File: src/rtl/imem_pkg.sv
// Shared constants and types for the instruction-memory arbiter.
package imem_pkg;

    localparam int          DEPTH   = 100;      // 16-bit words in the instruction memory
    localparam int          AW      = 7;        // word-address width, 2**AW >= DEPTH
    localparam logic [3:0]  HALT_OP = 4'hF;     // opcode in instr[15:12] that stops fetching
    localparam logic [15:0] NOP     = 16'h0000;

    typedef enum logic {
        RUN    = 1'b0,
        HALTED = 1'b1
    } state_e;

    // Requester identity; also the bit position in the arbiter request/grant vectors.
    typedef enum logic {
        FETCH  = 1'b0,
        LOADER = 1'b1
    } req_e;

endpackage

File: src/rtl/imem_arbiter_rr_arb2.sv
// Two-requester round-robin arbiter. Bit 0 = fetch, bit 1 = loader.
// On a tie the requester that did not win last time is granted; the
// last-winner register resets to FETCH so the loader wins the first tie.
module rr_arb2
    import imem_pkg::*;
(
    input  logic       clk,
    input  logic       rst,
    input  logic [1:0] req,
    output logic [1:0] gnt
);

    req_e last_q;
    req_e last_d;

    // Grant selection and last-winner update.
    always_comb begin
        gnt    = 2'b00;
        last_d = last_q;
        if (req[0] && req[1]) begin
            if (last_q == FETCH) begin
                gnt[1] = 1'b1;
            end else begin
                gnt[0] = 1'b1;
            end
        end else begin
            gnt = req;
        end
        if (gnt[0]) begin
            last_d = FETCH;
        end else if (gnt[1]) begin
            last_d = LOADER;
        end
    end

    // Last-winner register.
    always_ff @(posedge clk or posedge rst) begin
        if (rst) begin
            last_q <= FETCH;
        end else begin
            last_q <= last_d;
        end
    end

endmodule

File: src/rtl/imem_arbiter.sv
// Instruction-memory arbiter: shares one single-port synchronous memory
// between the fetch stage (read, byte PC) and the loader (write, word address).
// One access per cycle, one-cycle read latency, fetch stops on HALT_OP.
// Optional build macro IMEM_ADDR_CHECK_EN: out-of-range accesses are granted
// but do not strobe memory, fetches return NOP, and sticky addr_err is set.
//
// Handshake: a requester holds req (and its address/data) until it sees gnt in
// the same cycle; gnt is the acceptance. f_valid follows f_gnt by exactly one
// cycle with no backpressure. halted is the FSM state (1 = HALTED).
module imem_arbiter
    import imem_pkg::*;
(
    input  logic          clk,
    input  logic          rst,
    input  logic          f_req,
    input  logic [15:0]   f_pc,
    output logic          f_gnt,
    output logic          f_valid,
    output logic [15:0]   f_instr,
    input  logic          l_req,
    input  logic [AW-1:0] l_addr,
    input  logic [15:0]   l_wdata,
    output logic          l_gnt,
    output logic          mem_en,
    output logic          mem_we,
    output logic [AW-1:0] mem_addr,
    output logic [15:0]   mem_wdata,
    input  logic [15:0]   mem_rdata,
    output logic          halted
`ifdef IMEM_ADDR_CHECK_EN
    ,
    output logic          addr_err
`endif
);

    state_e        state_q, state_d;
    logic          rd_pend_q, rd_pend_d;
    logic [AW-1:0] addr_q, addr_d;
    logic [15:0]   wdata_q, wdata_d;
    logic [1:0]    req, gnt;
    logic          pc_unused;

`ifdef IMEM_ADDR_CHECK_EN
    logic          nop_q, nop_d;
    logic          err_q, err_d;
`endif

    // The byte-select bit never addresses memory.
    assign pc_unused = f_pc[0] ^ (^f_pc[15:AW+1]);

    // Eligible requesters; nothing is granted while reset is asserted.
    always_comb begin
        req    = 2'b00;
        req[0] = f_req && (state_q == RUN) && !rst;
        req[1] = l_req && !rst;
    end

    rr_arb2 u_arb (
        .clk (clk),
        .rst (rst),
        .req (req),
        .gnt (gnt)
    );

    // Memory-port muxing for the winner; address/data hold when idle.
    always_comb begin
        f_gnt     = gnt[0];
        l_gnt     = gnt[1];
        mem_en    = 1'b0;
        mem_we    = 1'b0;
        addr_d    = addr_q;
        wdata_d   = wdata_q;
        rd_pend_d = 1'b0;
`ifdef IMEM_ADDR_CHECK_EN
        nop_d     = 1'b0;
        err_d     = err_q;
`endif
        if (gnt[0]) begin
            addr_d    = f_pc[AW:1];
            mem_en    = 1'b1;
            rd_pend_d = 1'b1;
`ifdef IMEM_ADDR_CHECK_EN
            if (f_pc[15:1] >= 15'(DEPTH)) begin
                mem_en = 1'b0;
                nop_d  = 1'b1;
                err_d  = 1'b1;
            end
`endif
        end else if (gnt[1]) begin
            addr_d  = l_addr;
            wdata_d = l_wdata;
            mem_en  = 1'b1;
            mem_we  = 1'b1;
`ifdef IMEM_ADDR_CHECK_EN
            if (l_addr >= AW'(DEPTH)) begin
                mem_en = 1'b0;
                mem_we = 1'b0;
                err_d  = 1'b1;
            end
`endif
        end
        mem_addr  = addr_d;
        mem_wdata = wdata_d;
    end

    // Fetch response: read data passes straight through in the cycle after the grant.
    always_comb begin
        f_valid = rd_pend_q;
`ifdef IMEM_ADDR_CHECK_EN
        f_instr = (rd_pend_q && !nop_q) ? mem_rdata : NOP;
`else
        f_instr = rd_pend_q ? mem_rdata : NOP;
`endif
    end

    // Halt FSM next state: HALT response stops fetch, any loader write restarts it.
    always_comb begin
        state_d = state_q;
        case (state_q)
            RUN:     if (f_valid && (f_instr[15:12] == HALT_OP)) state_d = HALTED;
            HALTED:  if (l_gnt) state_d = RUN;
            default: state_d = RUN;
        endcase
        halted = (state_q == HALTED);
    end

    // State, pending-read flag and held memory address/data.
    always_ff @(posedge clk or posedge rst) begin
        if (rst) begin
            state_q   <= RUN;
            rd_pend_q <= 1'b0;
            addr_q    <= '0;
            wdata_q   <= '0;
        end else begin
            state_q   <= state_d;
            rd_pend_q <= rd_pend_d;
            addr_q    <= addr_d;
            wdata_q   <= wdata_d;
        end
    end

`ifdef IMEM_ADDR_CHECK_EN
    // Out-of-range bookkeeping: NOP marker for the response and sticky error.
    always_ff @(posedge clk or posedge rst) begin
        if (rst) begin
            nop_q <= 1'b0;
            err_q <= 1'b0;
        end else begin
            nop_q <= nop_d;
            err_q <= err_d;
        end
    end

    assign addr_err = err_q;
`endif

endmodule

File: config.mk
export PLATFORM = sky130hd
export DESIGN_NAME = imem_arbiter
export DESIGN_NICKNAME = d
export VERILOG_FILES = /design/src/rtl/imem_pkg.sv /design/src/rtl/imem_arbiter_rr_arb2.sv /design/src/rtl/imem_arbiter.sv
export SDC_FILE = /design/constraint.sdc
export NUM_CORES = 1
export LEC_CHECK = 0
export CELL_PAD_IN_SITES_DETAIL_PLACEMENT = 1
export CELL_PAD_IN_SITES_GLOBAL_PLACEMENT = 2
export CORE_ASPECT_RATIO = 1.4
export CORE_UTILIZATION = 15
export DETAILED_ROUTE_END_ITERATION = 10
export GPL_ROUTABILITY_DRIVEN = 0
export GPL_TIMING_DRIVEN = 0
export PLACE_DENSITY_LB_ADDON = 0.1
export SLEW_MARGIN = 10
export SYNTH_ARGS = -nofsm -noshare
export SYNTH_HDL_FRONTEND = slang
export SYNTH_SLANG_ARGS = --single-unit
File: constraint.sdc
create_clock -name clk -period 1.96 [get_ports clk]
set_clock_uncertainty 0.1 [all_clocks]
set_input_delay 0.392 -clock clk [delete_from_list [all_inputs] [get_ports clk]]
set_output_delay 0.392 -clock clk [all_outputs]
set_load 0.05 [all_outputs]
=== Word level (Yosys, flattened, before mapping) ===
Index checks and enable logic that the tools add are counted.
W data, S select, Z words.

* Register bits after elaboration: 26
* Input port bits: 59
* Output and inout port bits: 45
* Word-level logic and storage cells: 31

* Equal/unequal tests: 1
* Mux-type cells: 17
* Bitwise gates (word level): 1
* Reduce and logical (&&, ||, !) cells: 7

{| class="wikitable"
|+ Operators by type and width
! kind !! count
|-
| $mux W16 || 3
|-
| $mux W7 || 2
|-
| $mux W1 || 10
|-
| $logic_and A1 B1 Y1 || 5
|-
| $eq A4 B4 Y1 const B || 1
|-
| $mux W2 || 1
|-
| $pmux W1 S2 || 1
|-
| $reduce_bool A2 Y1 || 1
|-
| $logic_not A1 Y1 || 1
|-
| $not A1 Y1 || 1
|}

=== Depth between registers and ports, before layout ===
Gate-level depths: netlist (run 1).

* Word-level depth: 7
* Mapped depth: 6
* Gate-level depth less buffers: 4

=== By module ===
A second synthesis (run 1) with hierarchy kept.

* Cell total of the unflattened synthesis: 99
* Area, all modules: 1233.7 µm²

{| class="wikitable"
|+ Modules (own cells, without submodules)
! module !! times used !! cells an instance !! area an instance (µm²) !! sequential area each (µm²)
|-
| imem_arbiter || 1 || 92 || 1177.4 || 625.6
|-
| rr_arb2 || 1 || 7 || 56.3 || 25.0
|}

=== Worst setup path after synthesis (run 1) ===
No wires, ideal clock.

* Path type: reg-to-output
* Start point: reg state_q (netlist: halted)
* End point: out mem_addr[0]
* Arrival time: 2297 ps
* Slack: -829 ps
* Cell stages (with the launch flop): 6
* Buffers on the path: 2
* Cell sequence: dfrtp_1 -> or3b_1 -> buf_2 -> or2_0 -> buf_6 -> a31oi_1

* Cells in the longest elaborated chain, start to end: 7

{| class="wikitable"
|+ Ends and longest elaborated chain
! item !! RTL line !! text
|-
| from (decl) || imem_arbiter.sv:36 || <nowiki>state_e state_q, state_d;</nowiki>
|-
| from (signal assigned) || imem_arbiter.sv:135 || <nowiki>state_q <= state_d;</nowiki>
|-
| $not A1 Y1 * || n/a ||
|-
| $logic_and A1 B1 Y1 * (2 in a row) || imem_arbiter.sv:54 || <nowiki>req[0] = f_req && (state_q == RUN) && !rst;</nowiki>
|-
| $logic_and A1 B1 Y1 || imem_arbiter_rr_arb2.sv:20 || <nowiki>if (req[0] && req[1]) begin</nowiki>
|-
| $mux W2 * || imem_arbiter_rr_arb2.sv:20 ||
|-
| $mux W7 || imem_arbiter.sv:89 || <nowiki>end else if (gnt[1]) begin</nowiki>
|-
| $mux W7 * || imem_arbiter.sv:78 || <nowiki>if (gnt[0]) begin</nowiki>
|-
| to (decl) || imem_arbiter.sv:26 || <nowiki>output logic [AW-1:0] mem_addr,</nowiki>
|}

Every way passes the cells marked *; elsewhere a longest branch is shown, timed or not.

=== Final worst setup path (run 1) ===
* Start point: reg state_q (netlist: halted)
* End point: out mem_addr[1]

Same word-level chain as after synthesis.

==> results.txt, run 1 <==
* Clock root cell: sky130_fd_sc_hd__clkbuf_8
- Average wire per standard cell: around 15 um
- Power spread over the standard cell area amounts to 896 nW/um2.
* Proportion of netlist area held by the largest area contributor: 0.530
- Hold bufs inserted after CTS: 0
- Number of remaining DRC errors: 0
* Die boundary width: between 70 and 80 um
- At the worst endpoint, the arrival time is 1.93 ns.
* Iteration-0 DRC Markers: 15
- The analysis attributes to cell leakage a power of 1.24 nW.
- Hold Fails Final Rpt: 0
* CP max stage delay: a little over 0.4 ns
- The placed instances occupy a cell area of around 2500 um2.
* Post-synthesis instance total: 112
* Via count of the first global-routing pass: roughly 1,500
* Port-buffer cells: 94
* Effective utilization at floorplan: 0.156
- Destination of the worst hold path: wdata_q[10]
* Most common cell after layout, fill and taps aside: sky130_fd_sc_hd__clkdlybuf4s50_1
- Capture point of the worst reg-to-reg path: wdata_q[6]
* Hold Crit Start: wdata_q[10]
- After clock tree synthesis, the clock-pin slew on the worst setup and hold paths is roughly 0.10 ns.
- Along the worst path, the maximum fanout reaches 8.
- Number of antenna violations at the first check in global routing: 0
- Final #Nets: between 200 and 300
- For this run, the detailed router's first-pass iteration total came to 2.
- Launching element of the worst setup path: halted
- The signal on the critical path passes through or3b_4 -> or2_0 -> buf_6 -> a31oi_4 -> buf_6.
- For this run, the top clock speed supported by timing is 0.414 GHz.
* Overall fraction of global-route tracks in use: 0.123
- Depth of the worst register-to-register path: 8
- The worst-case IR drop observed on VDD is 419 uV.
- CTS built an H-tree with a depth of 1.
* DPL Wire Length: about 3700 um
- Remaining max-slew budget at the tightest pin: 0.307
* Leading cell types by total area after synthesis: sky130_fd_sc_hd__dfrtp_1, sky130_fd_sc_hd__mux2_2, sky130_fd_sc_hd__and2_1, sky130_fd_sc_hd__a31oi_1, sky130_fd_sc_hd__o21ai_0
- The flow ran to the end, but the final reports show violations.
- Number of vias in the routed layout: 1,315
* Critical path class: register to primary output
- Maximum buffer depth of the clock tree: 2
* Count of distinct cell types in the synthesized netlist: 24
* RSZ-0062 raised after global routing: true
- In the final layout, the share of cells above drive strength 1 is 0.431.
* Netlist area before placement: about 1200 um2
- Std cell rows: 38
* Clock insertion delay at the later pin of the skew report: 0.28 ns
- Minimum period implied by the final worst setup slack: approximately 2.4 ns
* Transition at the pin with the smallest max-transition slack: roughly 1.0 ns
- At the end of the flow the core is filled with cells to 0.344.
- Die height: between 100 and 150 um
- After detailed routing, the number of vias per cell comes to ~4.0.
* Post-route cell area: between 2000 and 3000 um2
- Max-cap violations in this run came to 0.
* Cell repeated most along the worst path: sky130_fd_sc_hd__buf_6
- First-pass GRT wire length: about 7900 um
- The tightest min-delay check is of the register to register type.
- Summed over all layers, the routed wires come to roughly 5000 um.
- In the layout the commonest cells are sky130_fd_sc_hd__clkdlybuf4s50_1, sky130_fd_sc_hd__buf_6, sky130_fd_sc_hd__dfrtp_1, sky130_fd_sc_hd__mux2_4, sky130_fd_sc_hd__and2_1.
* Inserted Clock Buffers: 3
* Overflow after GRT: 0
- Reg-to-reg setup timing slack: approximately 0.1 ns
- Number of clock sinks: 26
- The worst setup path is launched from a register.
- Clock tree from TritonCTS: done
- CP max stage cell: sky130_fd_sc_hd__dfrtp_2
* Number of ports placed on the die boundary: between 100 and 150
- Total core area: between 7000 and 8000 um2
- Violated checks: negative setup slack
- In this run the remaining antenna-violating nets after routing total 0.
- The number of nets handed over by synthesis was 171.
* Post-synthesis area per instance: roughly 11 um2
- Area of the die: between 8000 and 9000 um2
* Setup WS post-layout: -0.458 ns
- The Yosys step of the flow raised 0 warnings.
* Worst hold path cell count: 1
- Data on the critical path is required at its endpoint by between 1 and 1.5 ns.
- Largest net degree at the start of global routing: 27
* Antenna cells: 0
- Counting flops and latches in the post-synthesis netlist gives 26.
- Register area share after synthesis: 0.530
* Final count of pins violating max slew: 0
* Top cell type by total area after synthesis: sky130_fd_sc_hd__dfrtp_1
- Tcrit/Tclk final: 1.23
- Worst reg2reg startpoint: halted
* Final setup viols: 27
- Post-synthesis to final-layout area growth: 120%
* Crit path capture type: primary output
-- cells in the mapped netlist --
cell type and number:
sky130_fd_sc_hd__a21oi_1 1, sky130_fd_sc_hd__buf_2 2, sky130_fd_sc_hd__nand3_1 7, sky130_fd_sc_hd__nor3_1 7
sky130_fd_sc_hd__and2_1 16, sky130_fd_sc_hd__clkbuf_1 2, sky130_fd_sc_hd__dfrtp_1 26, sky130_fd_sc_hd__nand2b_1 1
sky130_fd_sc_hd__inv_2 1, sky130_fd_sc_hd__nand3b_2 1, sky130_fd_sc_hd__nand2_2 1, sky130_fd_sc_hd__mux2_2 16
sky130_fd_sc_hd__nor2_1 3, sky130_fd_sc_hd__or2_0 1, sky130_fd_sc_hd__nand4_1 1, sky130_fd_sc_hd__inv_1 4
sky130_fd_sc_hd__o21ai_0 8, sky130_fd_sc_hd__buf_4 1, sky130_fd_sc_hd__a31oi_1 7, sky130_fd_sc_hd__nand2_1 1
sky130_fd_sc_hd__and3b_2 1, sky130_fd_sc_hd__or3b_1 1, sky130_fd_sc_hd__nor2b_1 2, sky130_fd_sc_hd__buf_6 1
-- critical path: cells and delay by family (launching register included) --
kind | cells | cell delay (ns)
AO/OA/AOI/OAI | 1 | 0.23
buffers and inverters | 2 | 0.36
flip-flops | 1 | 0.41
AND/OR/NAND/NOR | 2 | 0.64
-- cell families (layout without fill, tap and decap cells) --
logic type	after synthesis	in the layout	share of synthesized area
buffers and inverters	11	124	0.0448
AOI/OAI and AO/OA	16	16	0.0724
DFF	26	26	0.530
muxes	16	16	0.147
and+or+nand+nor	43	43	0.206
-- report_power, final --
| part | switching [W] | internal (W) | leakage, nW |
|---|---|---|---|
| registers | 0.0000372 | 0.000642 | 0.305 |
| clock network | 0.000185 | 0.000274 | 0.0357 |
| logic | 0.000731 | 0.000552 | 0.894 |
| total | 0.000954 | 0.00147 | 1.24 |
-- routing by layer --
metal	global-route usage	wire length [um]	vias to the layer above
met5	0	0	-
met4	0.0569	106	0
met3	0.0293	377	7
met2	0.234	2660	71
met1	0.124	1860	626
li1	-	-	611
-- registers in the layout, summed over array words and instances (netlist names) --
name,count
f_valid,1
wdata_q,16
addr_q,7
halted,1
u_arb.last_q,1
-- area by class of cell --
cell class | instances | area (um2)
buffer | 4 | 35.0
clock buffer | 3 | 41.3
clock inverter | 1 | 30.0
fill | 874 | 5140
inverter | 5 | 21.3
multi-input combinational | 75 | 706
sequential | 26 | 652
tap | 100 | 125
timing repair buffer | 111 | 1090
-- worst max path at each step --
stage                        endpoint  slack, ns
after global placement    mem_addr[5]      -1.42
after CTS                 mem_addr[5]      -0.48
after floorplan           mem_addr[0]      -0.34
after global routing      mem_addr[1]      -0.51
after detailed placement  mem_addr[0]      -1.45
final                     mem_addr[1]      -0.46
-- what timing repair did --
item,in CTS,in global routing
gates resized for setup,274,12
endpoints found under the setup margin,59,31
setup buffers,11,6
pin swaps,8,5
gates cloned,1,0
-- metrics by stage --
stage / setup TNS, ns / instances / power (W) / hold slack, ns / worst slack (ns)
after floorplan: -4.87 / 112 / 0.00145 / 0.332 / -0.341
after global placement: -41.92 / 306 / 0.00183 / 0.376 / -1.42
after detailed placement: -43.58 / 306 / 0.00185 / 0.376 / -1.45
after CTS: -9.03 / 322 / 0.00244 / 0.413 / -0.476
after global routing: -11.21 / 325 / 0.00253 / 0.428 / -0.510
final: -9.33 / 325 / 0.00242 / 0.409 / -0.458
Note: power is estimated with default switching activity, not from simulation.
==> run 2: changes to the inputs <==
--- a/config.mk
+++ b/config.mk
@@ -11,9 +11,9 @@
 export CORE_UTILIZATION = 15
 export DETAILED_ROUTE_END_ITERATION = 10
 export GPL_ROUTABILITY_DRIVEN = 0
-export GPL_TIMING_DRIVEN = 0
 export PLACE_DENSITY_LB_ADDON = 0.1
 export SLEW_MARGIN = 10
 export SYNTH_ARGS = -nofsm -noshare
 export SYNTH_HDL_FRONTEND = slang
+export SYNTH_HIERARCHICAL = 1
 export SYNTH_SLANG_ARGS = --single-unit
==> results.txt, run 2 <==
* Die boundary width: 78.6 um (was 78.5 um)
* Highest net fanout along the worst path: 9 (was 8)
* Number of antenna violations at the first check in global routing: 0 (unchanged)
- Relative contribution of sequential cells to total power: 0.253 (was 0.280)
* Comb power frac: 0.584 (was 0.530)
* Number of remaining DRC errors: 0 (unchanged)
* Netlist area before placement: 1230 um2 (about the same)
- Data arrival time at the worst-slack endpoint: 1.93 ns (about the same)
- Capture point of the worst reg-to-reg path: addr_q[6] (was wdata_q[6])
- The number of fillers in the final layout came to 825 (was 874).
* Antenna cells: 0 (unchanged)
* VDD IR-drop max: 376 uV (was 419 uV)
- Share of post-route cells with drive strength above 1: 0.545 (was 0.431)
- Std cell rows: 38 (unchanged)
- Clock root cell: sky130_fd_sc_hd__clkbuf_8 (unchanged)
* Hold Fails Final Rpt: 0 (unchanged)
- The cell class contributing the biggest share of worst-path delay is simple AND/OR/NAND/NOR gates (unchanged).
- DPL Wire Length: 3370 um (was 3660 um)
- Int Pwr: 0.00175 W (was 0.00147 W)
* Violated checks: negative setup slack (unchanged)
* Crit path capture type: primary output (unchanged)
* Flip-flop cell with the highest count after synthesis: sky130_fd_sc_hd__dfrtp_1 (unchanged)
- Tcrit/Tclk final: 1.23 (about the same)
- The synthesized area per cell is 12.5 um2 (was 11.0 um2).
- The starting utilization of the core area was 0.157 (was 0.156).
- Clock insertion delay at the later pin of the skew report: 0.27 ns (was 0.28 ns)
* Final #Nets: 280 (was 285)
- The synthesis warning total was 6 (was 0).
- The area growth from synthesis to layout came to 162% (was 120%).
- Met2 Usage GRT: 0.223 (was 0.234)
- Largest registers ranked by flip-flop count: wdata_q (16), addr_q (7) (unchanged).
- Count of distinct cell types in the synthesized netlist: 21 (was 24)
- Reg-to-reg setup timing slack: 0.11 ns (was 0.10 ns)
* Class of the tightest hold or removal check: input port to asynchronous set/reset pin (was register to register)
* First drt pass iteration count: 2 (unchanged)
* Via count of the first global-routing pass: 1,458 (was 1,536)
* Vias per std cell: 3.94 (was 4.05)
* Port-buffer cells: 94 (unchanged)
- The switching power as a share of total power was 0.375 (was 0.394).
* Transition at the pin with the smallest max-transition slack: 0.433 ns (was 1.04 ns)
- Data required time of the critical path: 1.47 ns (about the same)
- Status: finished, violations left (unchanged).
- Leading cell types by total area after synthesis: sky130_fd_sc_hd__dfrtp_1, sky130_fd_sc_hd__mux2_4, sky130_fd_sc_hd__and2_1, sky130_fd_sc_hd__mux2_2, sky130_fd_sc_hd__mux2i_1 (was sky130_fd_sc_hd__dfrtp_1, sky130_fd_sc_hd__mux2_2, sky130_fd_sc_hd__and2_1, sky130_fd_sc_hd__a31oi_1, sky130_fd_sc_hd__o21ai_0)
- The cell accounting for the most synthesized area was sky130_fd_sc_hd__dfrtp_1 (unchanged).
- The met3 global-route usage came to 0.0207 (was 0.0293).
* Wire length reported by the detailed router: 4900 um (was 5000 um)
- Ordered list of cells on the worst path: inv_2 -> and3_4 -> a21boi_4 -> nor2b_4 -> buf_12 -> mux2_2 -> buf_6 (was or3b_4 -> or2_0 -> buf_6 -> a31oi_4 -> buf_6).
- Top post-synthesis cells by count: sky130_fd_sc_hd__dfrtp_1, sky130_fd_sc_hd__and2_1, sky130_fd_sc_hd__mux2_4 (was sky130_fd_sc_hd__dfrtp_1, sky130_fd_sc_hd__and2_1, sky130_fd_sc_hd__mux2_2).
- Average wire per standard cell: 15.3 um (was 15.4 um)
- The number of flops mapped to enable cells by yosys is 0 (unchanged).
- The proportion of register bits with asynchronous set or reset after synthesis was 1.00 (unchanged).
- The clock transition at the registers of the reported paths is 0.10 ns (about the same).
- Clk network pwr share: 0.163 (was 0.190)
* Final count of pins violating max slew: 0 (unchanged)
- The worst hold-check slack was 0.134 ns (was 0.409 ns).
* Proportion of netlist area held by the largest area contributor: 0.527 (was 0.530)
- Number of placed cells counting well taps: 297 (was 306)
- Met1 Use GR: 0.113 (was 0.124)
- Maximum level of the CTS H-tree: 1 (unchanged)
* Inserted Clock Buffers: 3 (unchanged)
- The worst reg2reg path startpoint is halted (unchanged).
- Die height: 109 um (about the same)
- The leading cell type in the layout, fill and taps excluded was sky130_fd_sc_hd__clkdlybuf4s50_1 (unchanged).
- Iteration-0 DRC Markers: 15 (unchanged)
- The leading cell type by number of instances after synthesis was sky130_fd_sc_hd__dfrtp_1 (unchanged).
- The register with the most flip-flops is wdata_q (unchanged).
- Buf/Inv on CP: 3 (was 2)
* Nets in the synthesized netlist: 158 (was 171)
- Count of nets left with antenna violations after detail routing: 0 (unchanged)
- The number of top-level pins was 104 (unchanged).
- Post-synthesis instance total: 99 (was 112)
- The number of setup violations in the final report is 27 (unchanged).
- Commonest cells after routing, fill and taps aside: sky130_fd_sc_hd__clkdlybuf4s50_1, sky130_fd_sc_hd__buf_12, sky130_fd_sc_hd__dfrtp_1, sky130_fd_sc_hd__buf_4, sky130_fd_sc_hd__and2_1 (was sky130_fd_sc_hd__clkdlybuf4s50_1, sky130_fd_sc_hd__buf_6, sky130_fd_sc_hd__dfrtp_1, sky130_fd_sc_hd__mux2_4, sky130_fd_sc_hd__and2_1)
- The highest clock frequency the design can meet is 0.413 GHz (was 0.414 GHz).
- The maximum root-to-sink buffer count is 2 (unchanged).
- Most Used Layer, Global Route: met2 (unchanged)
* Clock tree from TritonCTS: done (unchanged)
* Pleak: 1.37 nW (was 1.24 nW)
- Area of the die: 8600 um2 (was 8550 um2)
* Category of the worst setup path launch point: register (unchanged)
- Power density over cell area: 865 nW/um2 (was 896 nW/um2)
- Number of synthesized register bits: 26 (unchanged)
- The CTS sink count is 26 (unchanged).
- The critical path's largest stage delay is 0.37 ns (was 0.41 ns).
- Remaining max-slew budget at the tightest pin: 0.712 (was 0.307)
- Overall fraction of global-route tracks in use: 0.111 (was 0.123)
* Critical path class: register to primary output (unchanged)
* Number of non-filler instances in the completed layout: 320 (was 325)
- The total overflow reported by the global router came to 0 (unchanged).
- Net load switching power: 0.00105 W (was 0.000954 W)
- Count of max-cap constraint violations: 0 (unchanged)
- The area of the placeable core is 7850 um2 (unchanged).
* Setup WS post-layout: -0.461 ns (was -0.458 ns)
- First-pass GRT wire length: 7330 um (was 7890 um)
* Minimum period implied by the final worst setup slack: 2.42 ns (about the same)
- CP max stage cell: sky130_fd_sc_hd__dfrtp_1 (was sky130_fd_sc_hd__dfrtp_2)
* Largest net degree at the start of global routing: 26 (was 27)
- Depth of the worst register-to-register path: 9 (was 8)
* Number of vias in the routed layout: 1,262 (was 1,315)
- The register area share after synthesis came to 0.527 (was 0.530).
- Flip-flop count of the largest register, all copies and words added: 16 (unchanged)
* RSZ-0062 raised after global routing: true (unchanged)
## run 2: cells by family after synthesis
| family | after synthesis | share of synthesized area |
|---|---|---|
| AND/OR/NAND/NOR | 29 | 0.137 |
| multiplexers | 23 | 0.230 |
| AO/OA/AOI/OAI | 11 | 0.0497 |
| flip-flops | 26 | 0.527 |
| buffers and inverters | 10 | 0.0558 |
## run 2: stage by stage
stage	utilization	cell area [um2]	total power, W	setup TNS [ns]	setup WS (ns)
global route	0.413	3240	0.00292	-12.71	-0.562
floorplan	-	1300	0.00145	-38.57	-1.02
finish	0.413	3240	0.00280	-10.32	-0.461
CTS	0.392	3070	0.00275	-11.22	-0.514
detailed placement	0.350	2750	0.00214	-25.45	-0.802
global placement	0.350	2750	0.00212	-25.51	-0.795
## run 2: per-layer routing
metal / routed length, um / up-vias
met5: 0 / -
met4: 55 / 0
met3: 365 / 5
met2: 2780 / 67
met1: 1710 / 622
li1: - / 568
## run 2: worst max path at each step
| stage | start | to | slack [ns] | cells past startpoint |
|---|---|---|---|---|
| finish | halted | mem_wdata[3] | -0.46 | 7 |
| global route | halted | mem_wdata[15] | -0.56 | 7 |
| CTS | halted | mem_wdata[12] | -0.51 | 8 |
| detailed placement | rst | mem_wdata[0] | -0.80 | 8 |
| global placement | rst | mem_wdata[0] | -0.80 | 8 |
| floorplan | rst | mem_wdata[10] | -1.02 | 8 |
## run 2: layout make-up
type | count | area (um2) | share of cell area
multi-input cells | 63 | 726 | 0.224
clock buffers | 3 | 41.3 | 0.0128
flip-flops and latches | 26 | 651 | 0.201
repair buffers | 122 | 1640 | 0.507
well taps | 100 | 125 | 0.0386
inverters | 5 | 22.5 | 0.00696
clock inverters | 1 | 30.0 | 0.00927
## run 2: power by group through the flow
| stage | registers, W | clock network, W | logic, W |
|---|---|---|---|
| final | 0.000708 | 0.000456 | 0.00164 |
| after global placement | 0.000699 | 0 | 0.00142 |
| after floorplan | 0.000698 | 0 | 0.000756 |
| after CTS | 0.000699 | 0.000485 | 0.00157 |
| after global routing | 0.000724 | 0.000494 | 0.00170 |
| after detailed placement | 0.000706 | 0 | 0.00143 |
## run 2: what timing repair did
action | in CTS | in global routing
resized for setup | 34 | 24
cloned | 2 | 2
setup endpoints to repair | 43 | 27
hold buffers | 1 | 0
pin swaps | 2 | 2
buffers inserted | 13 | 4
endpoints found under the hold margin | 1 | 0
## run 2: tightest hold or removal path, delay by kind of cell
family / cells / cell delay, ns
buffers and inverters: 3 / 0.53
